$ cat config.mk
export PLATFORM = sky130hd
export DESIGN_NAME = demux_hs
export DESIGN_NICKNAME = d
export VERILOG_FILES = /design/src/rtl/demux_hs.sv
export SDC_FILE = /design/constraint.sdc
export NUM_CORES = 1
export LEC_CHECK = 0
export ABC_AREA = 1
export BUFFER_PORTS_ARGS = -buffer_cell sky130_fd_sc_hd__buf_2
export CORE_MARGIN = 1
export CORE_UTILIZATION = 30
export CTS_CLUSTER_SIZE = 40
export DETAILED_ROUTE_END_ITERATION = 8
export RECOVER_POWER = 100
export SLEW_MARGIN = 20
export SYNTH_ARGS = -nofsm -noshare
export SYNTH_HDL_FRONTEND = slang
export SYNTH_SLANG_ARGS = --single-unit
$ cat constraint.sdc
create_clock -name clk -period 1.05 [get_ports clk]
set_input_delay 0.0525 -clock clk [delete_from_list [all_inputs] [get_ports clk]]
set_output_delay 0.0525 -clock clk [all_outputs]
set_load 0.01 [all_outputs]
$ cat src/rtl/demux_hs.sv
// demux_hs: routes one valid/ready input stream to one of NCH output channels.
// The block has a single registered holding stage. Output data is one shared
// bus, and out_valid marks which channels still have to take the held word.
// An out-of-range select is accepted and dropped, and it raises a one-cycle
// err_sel pulse.
// Optional feature, enabled by defining DEMUX_HS_BROADCAST_EN: in_sel == NCH
// sends the word to every channel. Each channel then completes on its own.
module demux_hs #(
    parameter int DW    = 8,
    parameter int NCH   = 4,
    parameter int SEL_W = 3
) (
    input  logic             clk,
    input  logic             rst_n,
    input  logic [DW-1:0]    in_data,
    input  logic [SEL_W-1:0] in_sel,
    input  logic             in_valid,
    output logic             in_ready,
    output logic [DW-1:0]    out_data,
    output logic [NCH-1:0]   out_valid,
    input  logic [NCH-1:0]   out_ready,
    output logic             err_sel
);

    // Select code equal to the channel count. It is the first illegal index,
    // or the broadcast code when broadcast is enabled.
    localparam logic [SEL_W-1:0] NCH_CODE = SEL_W'(NCH);

    logic [DW-1:0]  hold_data;
    logic [DW-1:0]  hold_data_next;
    logic [NCH-1:0] hold_mask;
    logic [NCH-1:0] hold_mask_next;
    logic [NCH-1:0] remaining;
    logic           err_sel_next;
    logic           accept;
    logic           in_range;

`ifdef DEMUX_HS_BROADCAST_EN
    logic is_bcast;
    assign is_bcast = (in_sel == NCH_CODE);
`endif

    // Channels that stay pending after this edge. If none remain, the holding
    // stage is free, so the block can take a new word in the same cycle that
    // the old word drains.
    assign remaining = hold_mask & ~out_ready;
    assign in_ready  = (remaining == '0);
    assign accept    = in_valid & in_ready;
    assign in_range  = (in_sel < NCH_CODE);

    assign out_data  = hold_data;
    assign out_valid = hold_mask;

    // Next-state logic. Accepting a new word overrides the clear of the
    // completing word.
    always_comb begin
        // NOTE: every output of this block gets a default first, so no path
        // leaves a signal unassigned and no latch can be inferred.
        hold_data_next = hold_data;
        hold_mask_next = remaining;
        err_sel_next   = 1'b0;
        if (accept) begin
            if (in_range) begin
                hold_data_next = in_data;
                hold_mask_next = NCH'(1) << in_sel;
            end
`ifdef DEMUX_HS_BROADCAST_EN
            else if (is_bcast) begin
                hold_data_next = in_data;
                hold_mask_next = '1;
            end
`endif
            else begin
                // Dropped word: nothing becomes pending and the old payload
                // stays on the bus.
                hold_mask_next = '0;
                err_sel_next   = 1'b1;
            end
        end
    end

    // Holding-stage registers. An asynchronous reset discards any pending word.
    always_ff @(posedge clk or negedge rst_n) begin
        if (!rst_n) begin
            // NOTE: hold_data is an ordinary register, not a memory, so it is
            // reset along with the mask. This keeps out_data at zero after reset.
            hold_data <= '0;
            hold_mask <= '0;
            err_sel   <= 1'b0;
        end else begin
            // NOTE: sequential state uses non-blocking assignments only, so
            // every register samples values from before the edge.
            hold_data <= hold_data_next;
            hold_mask <= hold_mask_next;
            err_sel   <= err_sel_next;
        end
    end

endmodule

==> results of run 1 <==
cells in the mapped netlist (all sizes together):
cell | count | area (um2)
nand2 | 23 | 96.35
dfrtp | 13 | 325.3
nand4 | 8 | 50.05
inv | 7 | 26.28
nand3 | 5 | 30.03
o21ai | 4 | 31.28
buf | 3 | 27.52
nor2 | 2 | 10.01
sequential cells by signal (all words and copies together), names as in the netlist:
register and flops:
out_valid 4, err_sel 1, out_data 8
metal layers:
metal / vias to the layer above / share of wire
met2: 14 / 0.50
met5: - / 0
li1: 296 / -
met3: 2 / 0.048
met4: 0 / 0.014
met1: 261 / 0.43
cells by family after synthesis:
group	after synthesis	share of synthesized area
buffers and inverters	10	0.09014
AND/OR/NAND/NOR	38	0.3124
AO/OA/AOI/OAI	4	0.05241
flip-flops	13	0.5451
cells in the final DEF, fill, tap and decap left out, drive strengths merged:
cell type,instances
o21ai,4
dfrtp,13
inv,7
buf,27
clkbuf,17
nand4,8
nor2,2
nand2,23
nand3,5
dlygate4sd3,1
layout make-up:
cell class | instances | area [um2]
Clock buffer | 4 | 26.28
Fill cell | 203 | 907.1
Timing Repair Buffer | 41 | 226.5
Multi-Input combinational cell | 42 | 259.0
Tap cell | 25 | 31.28
Inverter | 7 | 26.28
Sequential cell | 13 | 325.3
power by group through the flow:
stage / logic [W] / clock network [W] / registers, W
floorplan: 0.000129 / 0 / 0.000648
global placement: 0.000305 / 0 / 0.000614
detailed placement: 0.000310 / 0 / 0.000614
CTS: 0.000348 / 0.000308 / 0.000605
global route: 0.000382 / 0.000335 / 0.000624
finish: 0.000341 / 0.000298 / 0.000614
per-stage QoR:
step	total power (W)	util	setup slack (ps)	setup TNS, ps
finish	0.001253	0.4965	-124.0	-1371
global route	0.001341	0.4965	-179.0	-2328
CTS	0.001262	0.4910	-126.1	-1158
detailed placement	0.0009239	0.4444	-84.36	-745.7
floorplan	0.0007772	-	-26.49	-76.34
global placement	0.0009190	0.4444	-48.92	-415.1
worst register-to-register path: stages (launching register included):
cell,delay (ps)
dfrtp_1,380
nand2_1,90
nand2_2,60
nor2_4,120
buf_4,130
buf_4,120
nand2_4,70
o21ai_2,120
timing repair:
| item | in CTS | in global routing |
|---|---|---|
| buffers inserted | 2 | 1 |
| hold buffers | 1 | 0 |
| pin swaps | 4 | 1 |
| endpoints found under the setup margin | 14 | 14 |
| hold endpoints to repair | 13 | 0 |
| gates resized for setup | 8 | 7 |
path summary, 6_finish.rpt:
path                         startpoint            to  slack [ps]
setup / recovery           out_valid[2]      in_ready        -120
hold / removal               in_data[5]   out_data[5]          30
setup reg to reg           out_valid[2]  out_valid[2]        -110
hold reg to reg             out_data[7]   out_data[7]         470
max in group asynchronous         rst_n   out_data[6]         280
min in group asynchronous         rst_n  out_valid[3]         320
==> summary.md, run 1 <==
| Metric | Value |
|---|---|
| Status | complete, but fails checks |
| Failing checks | setup timing |
| Clk_skew | 5.734 ps |
| CP arrival | 1120 ps |
| Drt total wl | 1.361 mm |
| Synth Warn # | 0 |
| Placed inst area | 800.8 um2 |
| Placed Cells | 124 |
| CP Buf/Inv Count | 2 |
| Clk pwr share | 0.238 |
| # H-tree levels | 1 |
| Rows | 15 |
| Worst vdd ir | 1.051 mV |
| Die width | 46.60 um |
| CP Class | flip-flop to primary output |
| Cells along the critical path | nand2_1, nand2_2, nor2_4, buf_6, buf_6 |
| Die footprint | 0.002172 mm2 |
| Crit Path Max Fanout | 2 |
| Final GP Congestion | 0.7249 |
| Comb power frac | 0.272 |
| Initial Util | 0.3312 |
| P_sw | 0.0003850 W |
| Worst path max stage delay | 380 ps |
| Reg2Reg Depth | 7 |
| Area Overhead vs Synth | 49.90% |
| Top delay family on crit path | flip-flops |
| #FFs+latches synth | 13 |
| Distinct cells, synth | 14 |
| Grt ovf | 0 |
| CTS root buf | clkbuf_4 |
| Hold crit path type | input port to flip-flop |
| Cell Int Power | 0.0008679 W |
| Hold WS | 27.38 ps |
| Post-Synthesis Net Count | 83 |
| Max-slew violations | 0 |
| Ant. Diodes | 0 |
| # port buffers | 31 |
| Pre-antenna DRT Iters | 2 |
| Largest net degree at the start of global routing | 14 |
| Fmax | 0.8518 GHz |
| Area of the mapped netlist | 596.8 um2 |
| Max_slew headroom | 0.5372 |
| Layer with the highest usage | met2 |
| CP Capture Type | primary output |
| Post-route DRC | 0 |
| Final std cells w/o fill | 132 |
| Crit path depth | 5 |
| Hpwl dp | 1.026 mm |
| M2 GR Usage | 0.2389 |
| Final ANT Viol Nets | 0 |
| Pwr Density | 1401 mW/mm2 |
| Final period utilization | 1.118 |
| # Max-Cap Violations | 0 |
| Setup-failing EPs final | 14 |
| Met3 global-route usage | 0.04706 |
| Setup crit start kind | flip-flop |
| Crit-path slowest cell | dfrtp_1 |
| Sw Share | 0.3073 |
| Clock-pin slew on the worst setup and hold paths | 70 ps |
| Initial antenna violation count | 0 |
| DR iter-0 viols | 1 |
| Most common cell on crit path | buf_6 |
| Die height | 46.60 um |
| CORE AREA | 0.001802 mm2 |
| Register share of total power | 0.490 |
| Final hold vios | 0 |
| Max Root-Sink Buffers | 2 |
| Total CTS buffers | 3 |
| Mapped Cells | 65 |
| Vias per Instance | 4.341 |
| # nets final | 126 |
| First-pass GRT wire length | 2.139 mm |
| Met1 usage | 0.1631 |
| Seq/Total Area, Yosys | 0.5451 |
| Total track usage | 0.1439 |
| Hold path depth | 3 |
| Vias in the first global route | 491 |
| Share of cells above drive strength 1 | 0.4486 |
| Final worst path period need | 1174 ps |
| CTS tree | done |
| Io pins | 32 |
| Unrepaired setup endpoints after global routing | true |
| Leak pwr | 0.4737 nW |
| Final Cell Area | 894.6 um2 |
| Via count | 573 |
| Clock sinks | 13 |
| Worst setup margin | -124.0 ps |
| Worst EP required | 1000 ps |
| Clk Latency, worst-skew pair | 270 ps |
| Mean Syn Cell Area | 9.182 um2 |
| Slew at the pin closest to its max-slew limit | 694.1 ps |
| WL per Instance | 10.31 um |
(Power assumes the default switching activity.)
==> inputs of run 2 (changes only) <==
--- a/config.mk
+++ b/config.mk
@@ -11,7 +11,6 @@
 export CORE_UTILIZATION = 30
 export CTS_CLUSTER_SIZE = 40
 export DETAILED_ROUTE_END_ITERATION = 8
-export RECOVER_POWER = 100
 export SLEW_MARGIN = 20
 export SYNTH_ARGS = -nofsm -noshare
 export SYNTH_HDL_FRONTEND = slang
==> constraint.sdc (replaced) <==
create_clock -name clk -period 0.95 [get_ports clk]
set_input_delay 0.0475 -clock clk [delete_from_list [all_inputs] [get_ports clk]]
set_output_delay 0.0475 -clock clk [all_outputs]
set_load 0.01 [all_outputs]
==> run 2 against run 1 <==
  * The run still ends with setup timing left
  * Largest power group unchanged
  * Flip-flop and latch count did not move
  * Register-to-register slack got worse by 80 ps
  * Worst hold slack worse by 4.3 ps
  * Total power is 11% higher
  * Setup slack got worse by 93 ps
  * Non-clock buffer count is 1 lower
  * First-iteration DRC count increased to 7.0 times the previous value
==> summary.md, run 2 (same netlist as run 1, synthesis figures left out) <==
| Metric | Value |
|---|---|
| Status | complete, but fails checks |
| Failing checks | setup timing |
| CTS root buf | clkbuf_4 |
| Critical Path Source | out_valid[1] |
| Placed inst area | 800.8 um2 (unchanged) |
| Worst EP required | 900 ps (-100 ps) |
| Post-route DRC | 0 (unchanged) |
| Final GP Congestion | 0.7124 (-1.7%) |
| Crit path to | in_ready |
| Crit Path Max Fanout | 2 (unchanged) |
| Most frequent cells in the layout | 30 x buf_2, 14 x nand2_1, 13 x dfrtp_1 |
| Io pins | 32 (unchanged) |
| CORE AREA | 0.001802 mm2 (unchanged) |
| Fmax | 0.8572 GHz |
| Worst reg2reg path startpoint | out_valid[1] |
| # nets final | 125 (-0.79%) |
| Leak pwr | 0.5127 nW (+8.2%) |
| Via count | 584 (+1.9%) |
| CP Capture Type | primary output |
| Clk Latency, worst-skew pair | 270 ps (about the same) |
| Setup crit start kind | flip-flop |
| Most common cell after layout, fill and taps aside | buf_2 |
| Initial Util | 0.3312 (unchanged) |
| Crit path depth | 5 (unchanged) |
| Final hold vios | 0 (unchanged) |
| Total power draw | 0.001389 W (+11%) |
| Crit-path slowest cell | dfrtp_1 |
| Share of cells above drive strength 1 | 0.5283 (+0.07970) |
| First-pass GRT wire length | 2.235 mm (+4.5%) |
| Clock sinks | 13 (unchanged) |
| Die width | 46.60 um (unchanged) |
| Clk pwr share | 0.238 (about the same) |
| CP arrival | 1120 ps (about the same) |
| Largest net degree at the start of global routing | 14 (unchanged) |
| # H-tree levels | 1 (unchanged) |
| Initial antenna violation count | 0 (unchanged) |
| Die footprint | 0.002172 mm2 (unchanged) |
| DR iter-0 viols | 7 (+6) |
| P_sw | 0.0004158 W (+8.0%) |
| Final period utilization | 1.228 |
| Cell Int Power | 0.0009728 W (+12%) |
| # port buffers | 31 (unchanged) |
| Worst vdd ir | 0.8721 mV (-17%) |
| Max_slew headroom | 0.8115 (+0.2742) |
| Grt ovf | 0 (unchanged) |
| Slew at the pin closest to its max-slew limit | 282.8 ps (-411.4 ps) |
| Area Overhead vs Synth | 49.48% |
| Sw Share | 0.2994 (-0.007844) |
| Setup-failing EPs final | 14 (unchanged) |
| Largest register FFs | 8 (unchanged) |
| CTS tree | done |
| # Max-Cap Violations | 0 (unchanged) |
| Max Root-Sink Buffers | 2 (unchanged) |
| Worst path max stage delay | 390 ps (about the same) |
| Max-slew violations | 0 (unchanged) |
| Vias in the first global route | 551 (+12%) |
| Ant. Diodes | 0 (unchanged) |
| WL per Instance | 10.15 um (-1.6%) |
| Pre-antenna DRT Iters | 4 (+2) |
| Worst R2R Setup Slack | -190 ps (-80 ps) |
| Register share of total power | 0.484 (-0.006) |
| Fin util | 0.4951 (-0.001389) |
| CP Class | flip-flop to primary output |
| Clock-pin slew on the worst setup and hold paths | 70 ps (about the same) |
| Unrepaired setup endpoints after global routing | true |
| Pwr Density | 1557 mW/mm2 (+11%) |
| Final Cell Area | 892.1 um2 (-0.28%) |
| CP Buf/Inv Count | 2 (unchanged) |
| RR Endpoint | out_valid[0] |
| Worst setup margin | -216.7 ps (-92.62 ps) |
| Reg2Reg Depth | 7 (unchanged) |
| Rows | 15 (unchanged) |
| Die height | 46.60 um (unchanged) |
| Total track usage | 0.1511 (+0.007154) |
| Hold crit path type | input port to flip-flop |
| Drt total wl | 1.329 mm (-2.4%) |
| Fillers | 170 (-16%) |
| Hold WS | 23.07 ps (-4.306 ps) |
| Top delay family on crit path | flip-flops |
| Final ANT Viol Nets | 0 (unchanged) |
| Hpwl dp | 1.001 mm (-2.4%) |
| Final worst path period need | 1167 ps |
| Total CTS buffers | 3 (unchanged) |
| Comb power frac | 0.278 (+0.006) |
| Cells along the critical path | nand2_2, nand2_2, nor2_4, buf_6, buf_6 |
| Vias per Instance | 4.458 (+2.7%) |
| Clk_skew | 2.927 ps (-2.807 ps) |
-- run 2: cell count changes in the layout (fill, tap and decap cells not counted) --
cell      change
clkbuf_1     -13
o21ai_1       +1
nand2_1       +3
buf_4         -1
nand2_2       -3
buf_2        +13
o21ai_2       -1
-- run 2: cell type report --
type,count,area [um2],area share
multi-input combinational,42,247.7,0.2777
inverter,7,26.28,0.02945
sequential,13,325.3,0.3647
tap,25,31.28,0.03506
timing repair buffer,40,235.2,0.2637
clock buffer,4,26.28,0.02945
-- run 2: per-layer routing --
metal / part of all wire / vias up / track usage
met5: 0 / - / 0
met4: 0 / 0 / 0.03529
met3: 0.068 / 0 / 0.07059
met2: 0.53 / 22 / 0.2333
met1: 0.40 / 268 / 0.1890
li1: - / 294 / -
-- run 2: how the worst min path moves through the flow --
stage | slack (ps) | to | start | cells after the start
after floorplan | -250 | err_sel | rst_n | 0
after global placement | -50 | out_data[4] | rst_n | 1
after detailed placement | -50 | err_sel | rst_n | 1
after CTS | 20 | out_data[1] | in_data[1] | 3
after global routing | 30 | out_data[6] | in_data[6] | 3
final | 20 | out_data[1] | in_data[1] | 3
-- run 2: power groups by stage --
stage	clock network (W)	logic (W)	registers, W
final	0.000331	0.000386	0.000672
after global routing	0.000357	0.000434	0.000682
after CTS	0.000339	0.000383	0.000669
after detailed placement	0	0.000340	0.000679
after global placement	0	0.000338	0.000679
after floorplan	0	0.000143	0.000716
-- run 2: per-stage QoR --
step	setup slack [ps]	instances	TNS (ps)
after floorplan	-126.5	65	-1366
after global placement	-149.0	124	-1778
after detailed placement	-170.2	124	-1974
after CTS	-221.1	131	-2420
after global routing	-274.2	131	-3552
final	-216.7	131	-2492
-- run 2: repair_timing --
action	CTS	global route
hold endpoints to repair	13	0
setup buffers	2	0
pin swaps	3	4
resized for setup	8	3
setup endpoints to repair	14	14
hold buffers	1	0
-- run 2: worst reg2reg max path, cell delays in order, from the launching register on --
cell	delay (ps)
dfrtp_1	390
nand2_2	80
nand2_2	70
nor2_4	110
buf_4	130
buf_4	110
nand2_4	60
o21ai_1	110
